$ cat src/rtl/mem_bus_arbiter.sv
// mem_bus_arbiter: shares one Wishbone-style memory port between the core's
// instruction-fetch (imem_*) and data (dmem_*) interfaces. Arbitration is
// round-robin or dmem-priority. A granted request is captured into registers
// and driven onto the core_* bus until ack. The read word comes back one
// cycle later as a single resp pulse.
//
// Optional build macro: ARB_BUS_TIMEOUT_EN adds a bus watchdog. After
// TIMEOUT_CYCLES bus cycles without ack, the transaction ends with an err
// pulse and rdata = 32'hDEADBEEF.
//
// Ports:
//   clk, rst                     core clock, synchronous active-high reset
//   imem_req/addr                fetch request (level) and byte address
//   imem_rdata/resp/err          fetch data, completion pulse, error pulse
//   dmem_req/cmd/width/addr/wdata data request; cmd 1 = write; width 00 b, 01 h, 1x w
//   dmem_rdata/resp/err          raw bus word, completion pulse, error pulse
//   core_cyc/stb/we/wstrb/addr/data_out  bus master outputs (all registered)
//   core_data_in, core_ack       bus read data and acknowledge
module mem_bus_arbiter #(
  parameter int unsigned ADDR_WIDTH      = 32,
  parameter int unsigned DATA_WIDTH      = 32,
  parameter int unsigned DMEM_FIXED_PRIO = 0,
  parameter int unsigned TIMEOUT_CYCLES  = 255
) (
  input  logic                  clk,
  input  logic                  rst,
  input  logic                  imem_req,
  input  logic [ADDR_WIDTH-1:0] imem_addr,
  output logic [DATA_WIDTH-1:0] imem_rdata,
  output logic                  imem_resp,
  output logic                  imem_err,
  input  logic                  dmem_req,
  input  logic                  dmem_cmd,
  input  logic [1:0]            dmem_width,
  input  logic [ADDR_WIDTH-1:0] dmem_addr,
  input  logic [DATA_WIDTH-1:0] dmem_wdata,
  output logic [DATA_WIDTH-1:0] dmem_rdata,
  output logic                  dmem_resp,
  output logic                  dmem_err,
  output logic                  core_cyc,
  output logic                  core_stb,
  output logic                  core_we,
  output logic [3:0]            core_wstrb,
  output logic [ADDR_WIDTH-1:0] core_addr,
  output logic [DATA_WIDTH-1:0] core_data_out,
  input  logic [DATA_WIDTH-1:0] core_data_in,
  input  logic                  core_ack
);

  // Lane logic assumes exactly four byte lanes, and the watchdog needs a nonzero limit.
  if (DATA_WIDTH != 32 || TIMEOUT_CYCLES == 0) begin : g_param_check
    $error("mem_bus_arbiter: DATA_WIDTH must be 32 and TIMEOUT_CYCLES nonzero");
  end

  typedef enum logic [1:0] {
    S_IDLE = 2'd0,
    S_BUS  = 2'd1,
    S_RESP = 2'd2
  } state_t;

  state_t                state_q, state_d;
  logic                  last_dmem_q, last_dmem_d;   // last grant went to dmem
  logic                  gnt_dmem_q, gnt_dmem_d;     // current grant is dmem
  logic                  pick_dmem;
  logic                  timeout_hit;
  logic [3:0]            lane_strb;
  logic [DATA_WIDTH-1:0] lane_data;

  logic                  cyc_d, we_d;
  logic [3:0]            wstrb_d;
  logic [ADDR_WIDTH-1:0] addr_d;
  logic [DATA_WIDTH-1:0] dout_d, imem_rdata_d, dmem_rdata_d;
  logic                  imem_resp_d, dmem_resp_d, imem_err_d, dmem_err_d;

  // Byte-lane strobes and replicated write data for the data requester.
  always_comb begin
    lane_strb = 4'b1111;
    lane_data = dmem_wdata;
    case (dmem_width)
      2'b00: begin
        lane_strb = 4'b0001 << dmem_addr[1:0];
        lane_data = {4{dmem_wdata[7:0]}};
      end
      2'b01: begin
        lane_strb = 4'b0011 << {dmem_addr[1], 1'b0};
        lane_data = {2{dmem_wdata[15:0]}};
      end
      default: begin
        lane_strb = 4'b1111;
        lane_data = dmem_wdata;
      end
    endcase
  end

  // On a tie, dmem wins when fixed priority is set or when imem had the last grant.
  assign pick_dmem = dmem_req && (!imem_req || (DMEM_FIXED_PRIO != 0) || !last_dmem_q);

`ifdef ARB_BUS_TIMEOUT_EN
  localparam int unsigned CNT_W =
    ($clog2(TIMEOUT_CYCLES + 1) > 8) ? $clog2(TIMEOUT_CYCLES + 1) : 8;

  logic [CNT_W-1:0] cnt_q, cnt_d;

  // Cycles spent in BUS; zero on entry, counts up while waiting for ack.
  always_comb begin
    cnt_d = '0;
    if (state_q == S_BUS) cnt_d = cnt_q + CNT_W'(1);
  end

  always_ff @(posedge clk) begin
    if (rst) cnt_q <= '0;
    else     cnt_q <= cnt_d;
  end

  // Ack in the same cycle wins over the timeout.
  assign timeout_hit = !core_ack && (cnt_q >= CNT_W'(TIMEOUT_CYCLES - 1));
`else
  assign timeout_hit = 1'b0;
`endif

  // Next-state and next-output logic.
  always_comb begin
    state_d      = state_q;
    last_dmem_d  = last_dmem_q;
    gnt_dmem_d   = gnt_dmem_q;
    cyc_d        = core_cyc;
    we_d         = core_we;
    wstrb_d      = core_wstrb;
    addr_d       = core_addr;
    dout_d       = core_data_out;
    imem_rdata_d = imem_rdata;
    dmem_rdata_d = dmem_rdata;
    imem_resp_d  = 1'b0;
    dmem_resp_d  = 1'b0;
    imem_err_d   = 1'b0;
    dmem_err_d   = 1'b0;

    case (state_q)
      S_IDLE: begin
        if (imem_req || dmem_req) begin
          state_d     = S_BUS;
          gnt_dmem_d  = pick_dmem;
          last_dmem_d = pick_dmem;
          cyc_d       = 1'b1;
          addr_d      = pick_dmem ? dmem_addr : imem_addr;
          we_d        = pick_dmem && dmem_cmd;
          wstrb_d     = pick_dmem ? lane_strb : 4'b0000;
          dout_d      = (pick_dmem && dmem_cmd) ? lane_data : '0;
        end
      end
      S_BUS: begin
        if (core_ack || timeout_hit) begin
          state_d = S_RESP;
          cyc_d   = 1'b0;
          we_d    = 1'b0;
          wstrb_d = 4'b0000;
          addr_d  = '0;
          dout_d  = '0;
          if (gnt_dmem_q) begin
            dmem_resp_d  = core_ack;
            dmem_err_d   = !core_ack;
            dmem_rdata_d = core_ack ? core_data_in : DATA_WIDTH'(32'hDEADBEEF);
          end else begin
            imem_resp_d  = core_ack;
            imem_err_d   = !core_ack;
            imem_rdata_d = core_ack ? core_data_in : DATA_WIDTH'(32'hDEADBEEF);
          end
        end
      end
      S_RESP:  state_d = S_IDLE;
      default: state_d = S_IDLE;
    endcase
  end

  // State and output registers; reset abandons any transaction in flight.
  always_ff @(posedge clk) begin
    if (rst) begin
      state_q       <= S_IDLE;
      last_dmem_q   <= 1'b1;
      gnt_dmem_q    <= 1'b0;
      core_cyc      <= 1'b0;
      core_we       <= 1'b0;
      core_wstrb    <= 4'b0000;
      core_addr     <= '0;
      core_data_out <= '0;
      imem_rdata    <= '0;
      dmem_rdata    <= '0;
      imem_resp     <= 1'b0;
      dmem_resp     <= 1'b0;
      imem_err      <= 1'b0;
      dmem_err      <= 1'b0;
    end else begin
      state_q       <= state_d;
      last_dmem_q   <= last_dmem_d;
      gnt_dmem_q    <= gnt_dmem_d;
      core_cyc      <= cyc_d;
      core_we       <= we_d;
      core_wstrb    <= wstrb_d;
      core_addr     <= addr_d;
      core_data_out <= dout_d;
      imem_rdata    <= imem_rdata_d;
      dmem_rdata    <= dmem_rdata_d;
      imem_resp     <= imem_resp_d;
      dmem_resp     <= dmem_resp_d;
      imem_err      <= imem_err_d;
      dmem_err      <= dmem_err_d;
    end
  end

  assign core_stb = core_cyc;

endmodule

$ cat config.mk
export PLATFORM = sky130hd
export DESIGN_NAME = mem_bus_arbiter
export DESIGN_NICKNAME = d
export VERILOG_FILES = /design/src/rtl/mem_bus_arbiter.sv
export SDC_FILE = /design/constraint.sdc
export NUM_CORES = 1
export LEC_CHECK = 0
export ABC_AREA = 1
export CAP_MARGIN = 20
export CORE_UTILIZATION = 40
export CTS_CLUSTER_DIAMETER = 100
export DETAILED_ROUTE_END_ITERATION = 6
export PLACE_DENSITY = 0.86
export SYNTH_ARGS = -nofsm -noshare
export SYNTH_HDL_FRONTEND = slang
export SYNTH_SLANG_ARGS = --single-unit
$ cat constraint.sdc
create_clock -name clk -period 2.76 [get_ports clk]
set_input_delay 0.414 -clock clk [delete_from_list [all_inputs] [get_ports clk]]
set_output_delay 0.414 -clock clk [all_outputs]
set_load 0.1 [all_outputs]
# After elaboration in Yosys (flattened, before gate mapping)
# Index checks and enable logic that the tools add are counted.
# op_classes
n_eq_ne,4
shift,2
mux,23
n_bitwise,3
reduce_logical,18
# ops
cell,n
$pmux 32 s2,3
$mux 32,5
$pmux 4 s2,2
$mux 4,3
$reduce_and 3->1,3
$reduce_or 4->1,2
$mux 1,5
$eq 2x1->1 const B,2
$logic_not 2->1,2
$mux 2,2
$ne 2x2->1 const B,2
$pmux 1 s2,2
$pmux 2 s2,1
$reduce_and 2->1,2
$shl 1x2->4 const A,1
$shl 2x2->4 const A,1
$logic_not 1->1,3
$not 1->1,3
$reduce_or 3->1,1
$logic_and 1x1->1,2
$logic_or 1x1->1,2
$reduce_bool 2->1,1
# totals
regBits,142
output_inout_bits,139
word_cells,64

# Longest topological paths before layout
# logic_depth
depth_word,7
depth_mapped,9
depth_no_buf,8

# Worst setup path after synthesis
# Ideal clock, no wire load.
# synth_timing
path_type,reg2out
startpoint,reg core_cyc
endpoint,out core_stb
arrival_time_ps,1374
required_time_ps,2346
setup_slack_ps,972
stages_incl_launch_ff,2
path_cell_list,dfxtp_1 > buf_4
# synth_lines
item,line_no,source
from (decl),40,"output logic core_cyc,"
from (signal assigned),196,core_cyc <= cyc_d;
to (decl),41,"output logic core_stb,"
# No word-level cell between the ends.

# Worst setup path after layout
# layout_timing
startpoint,in dmem_width[1]
endpoint,reg core_data_out[12]
# layout_between
elab_chain_cells,5
# layout_rtl
item,line_no,source
from (decl),34,"input logic [1:0] dmem_width,"
$eq 2x1->1 or $logic_not 2->1 (tied branches),79,case (dmem_width)
$pmux 32 s2 (*),79,
$mux 32 (*),148,dout_d = (pick_dmem && dmem_cmd) ? lane_data : '0;
$mux 32 (*),140,if (imem_req || dmem_req) begin
$pmux 32 s2 (*),138,case (state_q)
to (signal assigned),200,core_data_out <= dout_d;
to (decl),45,"output logic [DATA_WIDTH-1:0] core_data_out,"
# Every way passes the cells marked *; elsewhere a longest branch is shown, timed or not. The select of a mux whose other input is x is not followed.
# A chain may end at the register's enable or synchronous reset.

==> flow_metrics.tcl <==
set metrics [dict create \
    cp-start-kind "input port" \
    stdcell_count 1253 \
    dpl_cell_area_sq_um 8270 \
    drv_cap 0 \
    routabilityCongestion 0.857 \
    required_ns 3.02 \
    register_area_sq_um 2840 \
    seq_area_frac_synth_pct 48.5 \
    dieArea_sq_um 15100 \
    root_buffer "clkbuf_16" \
    io_pins 275 \
    finClkSkew_ns 0.00630 \
    grt_setup_unrepaired "false" \
    n_antenna_cell 0 \
    fmax_ghz 0.591 \
    io_buffers 274 \
    clk_latency_ns 0.42 \
    numClockSinks 142 \
    first_pass_iters 7 \
    grt_pass1_vias 5460 \
    slew-limit-headroom_pct 46.5 \
    critPathKind "in2reg" \
    drtIter0Drc 380 \
    post-cts-setup-buffers 0 \
    fin_util_pct 63.0 \
    grt_usage_pct 23.3 \
    drive_above_1_share_pct 18.4 \
    clock_path_buffers 2 \
    fin_hold_ws_ns 0.325 \
    fillers 1232 \
    p_leak_uw 0.00413 \
    dp.cells 1221 \
    stdcell_area_sq_um 8890 \
    syn_to_final_growth_pct 51.7 \
    setup-tns-final_ns 0 \
    cts_resized 0 \
    grt_pass1_wl_microns 27100 \
    core_area_sq_um 14100 \
    p_per_area_nw_per_um2 704 \
    hpwl_microns 12600 \
    die_w_microns 123 \
    wl_per_cell_microns 14.5 \
    syn_avg_cell_area_sq_um 7.25 \
    grt_max_degree 75 \
    vias_per_cell 4.89 \
    setup_viol 0 \
    rows 43 \
    htreeDepth 4 \
    drtAntennaViolNets 0 \
    nets 1196 \
    synth_area_sq_um 5860 \
    cts_tree "yes" \
    min_path_type "in2reg" \
    path_max_fanout 16 \
    start_util_pct 41.6 \
    yosys_register_bits 142 \
    wirelength_microns 18200 \
    ir_drop_mv 0.477 \
    finalCritPeriodShare_pct 61.3 \
    via_count 6128 \
    cp.arrival_ns 1.96 \
    final.min_clock_period_ns 1.69 \
    synthCells 808 \
    synth_warnings 0 \
    multi_input_area_sq_um 2430 \
    clkTransAtPathRegs_ns 0.06 \
    violations "DRC" \
    die_h_microns 123 \
    grt.overflow.total 0 \
    maxSlewViolCount 0 \
    yosysUniqueCellTypes 23 \
    drc 1 \
    cts_buffers 17 \
    endpoint_kind "flip-flop" \
    hold_viol 0 \
    cts_hold_buf 0 \
    status "complete, but fails checks" \
    antenna_found_initial 0 \
    worst_slew_pin_slew_ns 0.803 \
]
==> state kept, by name, summed over array words and instances (netlist names) <==
signal and cells:
core_addr 32, core_data_out 32, dmem_rdata 32, imem_rdata 32, core_wstrb 4, state_q 2, core_cyc 1, core_we 1
dmem_err 1, dmem_resp 1, gnt_dmem_q 1, imem_err 1, imem_resp 1, last_dmem_q 1
==> logic make-up after synthesis <==
kind of cell,after synthesis,share of synthesized area (%)
DFF,142,48.5
buffers and inverters,127,10.2
other,1,0.0640
and+or+nand+nor,359,24.6
AOI/OAI and AO/OA,179,16.6
==> synthesized netlist by cell type, drive strengths merged <==
library cell	count	area, sq um
o211ai	30	225
inv	72	270
nor2	179	679
o21ai	79	395
nand3b	1	20.0
nor3	1	5.00
buf	39	267
or2	3	18.8
nand4	1	6.26
nand3	35	175
clkbuf	16	60.1
dfxtp	142	2840
conb	1	3.75
nand2	139	537
o21a	1	7.51
a21oi	69	345
==> layout by cell type (no fill, tap or decap), types with 5 or more instances in the layout <==
cell,count
o211ai_1,30
dfxtp_1,142
nand3_1,35
nor2_1,175
clkbuf_16,17
inv_1,70
clkdlybuf4s50_1,134
o21ai_1,5
o21ai_0,74
nand2_1,136
buf_4,151
a21oi_1,69
==> worst max-delay path, stage by stage <==
cell and delay, ns:
clkdlybuf4s50_1 0.54, nor2_2 0.53, nand2_1 0.17, inv_1 0.12, nor2_1 0.05, nand3_1 0.07, a21oi_1 0.06
==> power by group <==
| group | switching (uW) | internal, uW | leakage (uW) | total [uW] |
|---|---|---|---|---|
| Clock | 885 | 1510 | 0.000296 | 2400 |
| Sequential | 61.4 | 2170 | 0.00116 | 2230 |
| Combinational | 1190 | 440 | 0.00267 | 1630 |
| Total | 2140 | 4120 | 0.00413 | 6260 |
==> metal layers <==
layer | up-vias | wire [microns] | GRT usage [%]
met4 | 0 | 320 | 7.83
met2 | 261 | 8670 | 40.1
met1 | 2773 | 7230 | 26.2
met3 | 24 | 1960 | 9.23
met5 | - | 0 | 0
li1 | 3070 | - | -
==> through the flow <==
stage | setup WS [ns] | power (uW)
2_1_floorplan | 0.972 | 3450
3_3_place_gp | 0.665 | 3890
3_5_place_dp | 0.651 | 3900
4_1_cts | 1.06 | 6310
5_1_grt | 0.908 | 6490
6_report | 1.07 | 6260
==> layout make-up <==
class	instances	area share, %
clock buffer	18	4.83
clock inverter	14	2.17
inverter	72	3.04
multi-input combinational	540	27.3
sequential	142	32.0
tap	180	2.53
timing repair buffer	287	28.1
==> final timing paths <==
kind | end | depth (start not counted) | from | slack, ns
min | state_q[0] | 3 | rst | 0.32
max reg2reg | imem_rdata[25] | 6 | state_q[1] | 1.16
max | core_data_out[12] | 7 | dmem_width[1] | 1.07
min reg2reg | core_addr[14] | 2 | core_addr[14] | 0.46
Note: power is estimated with default switching activity, not from simulation.
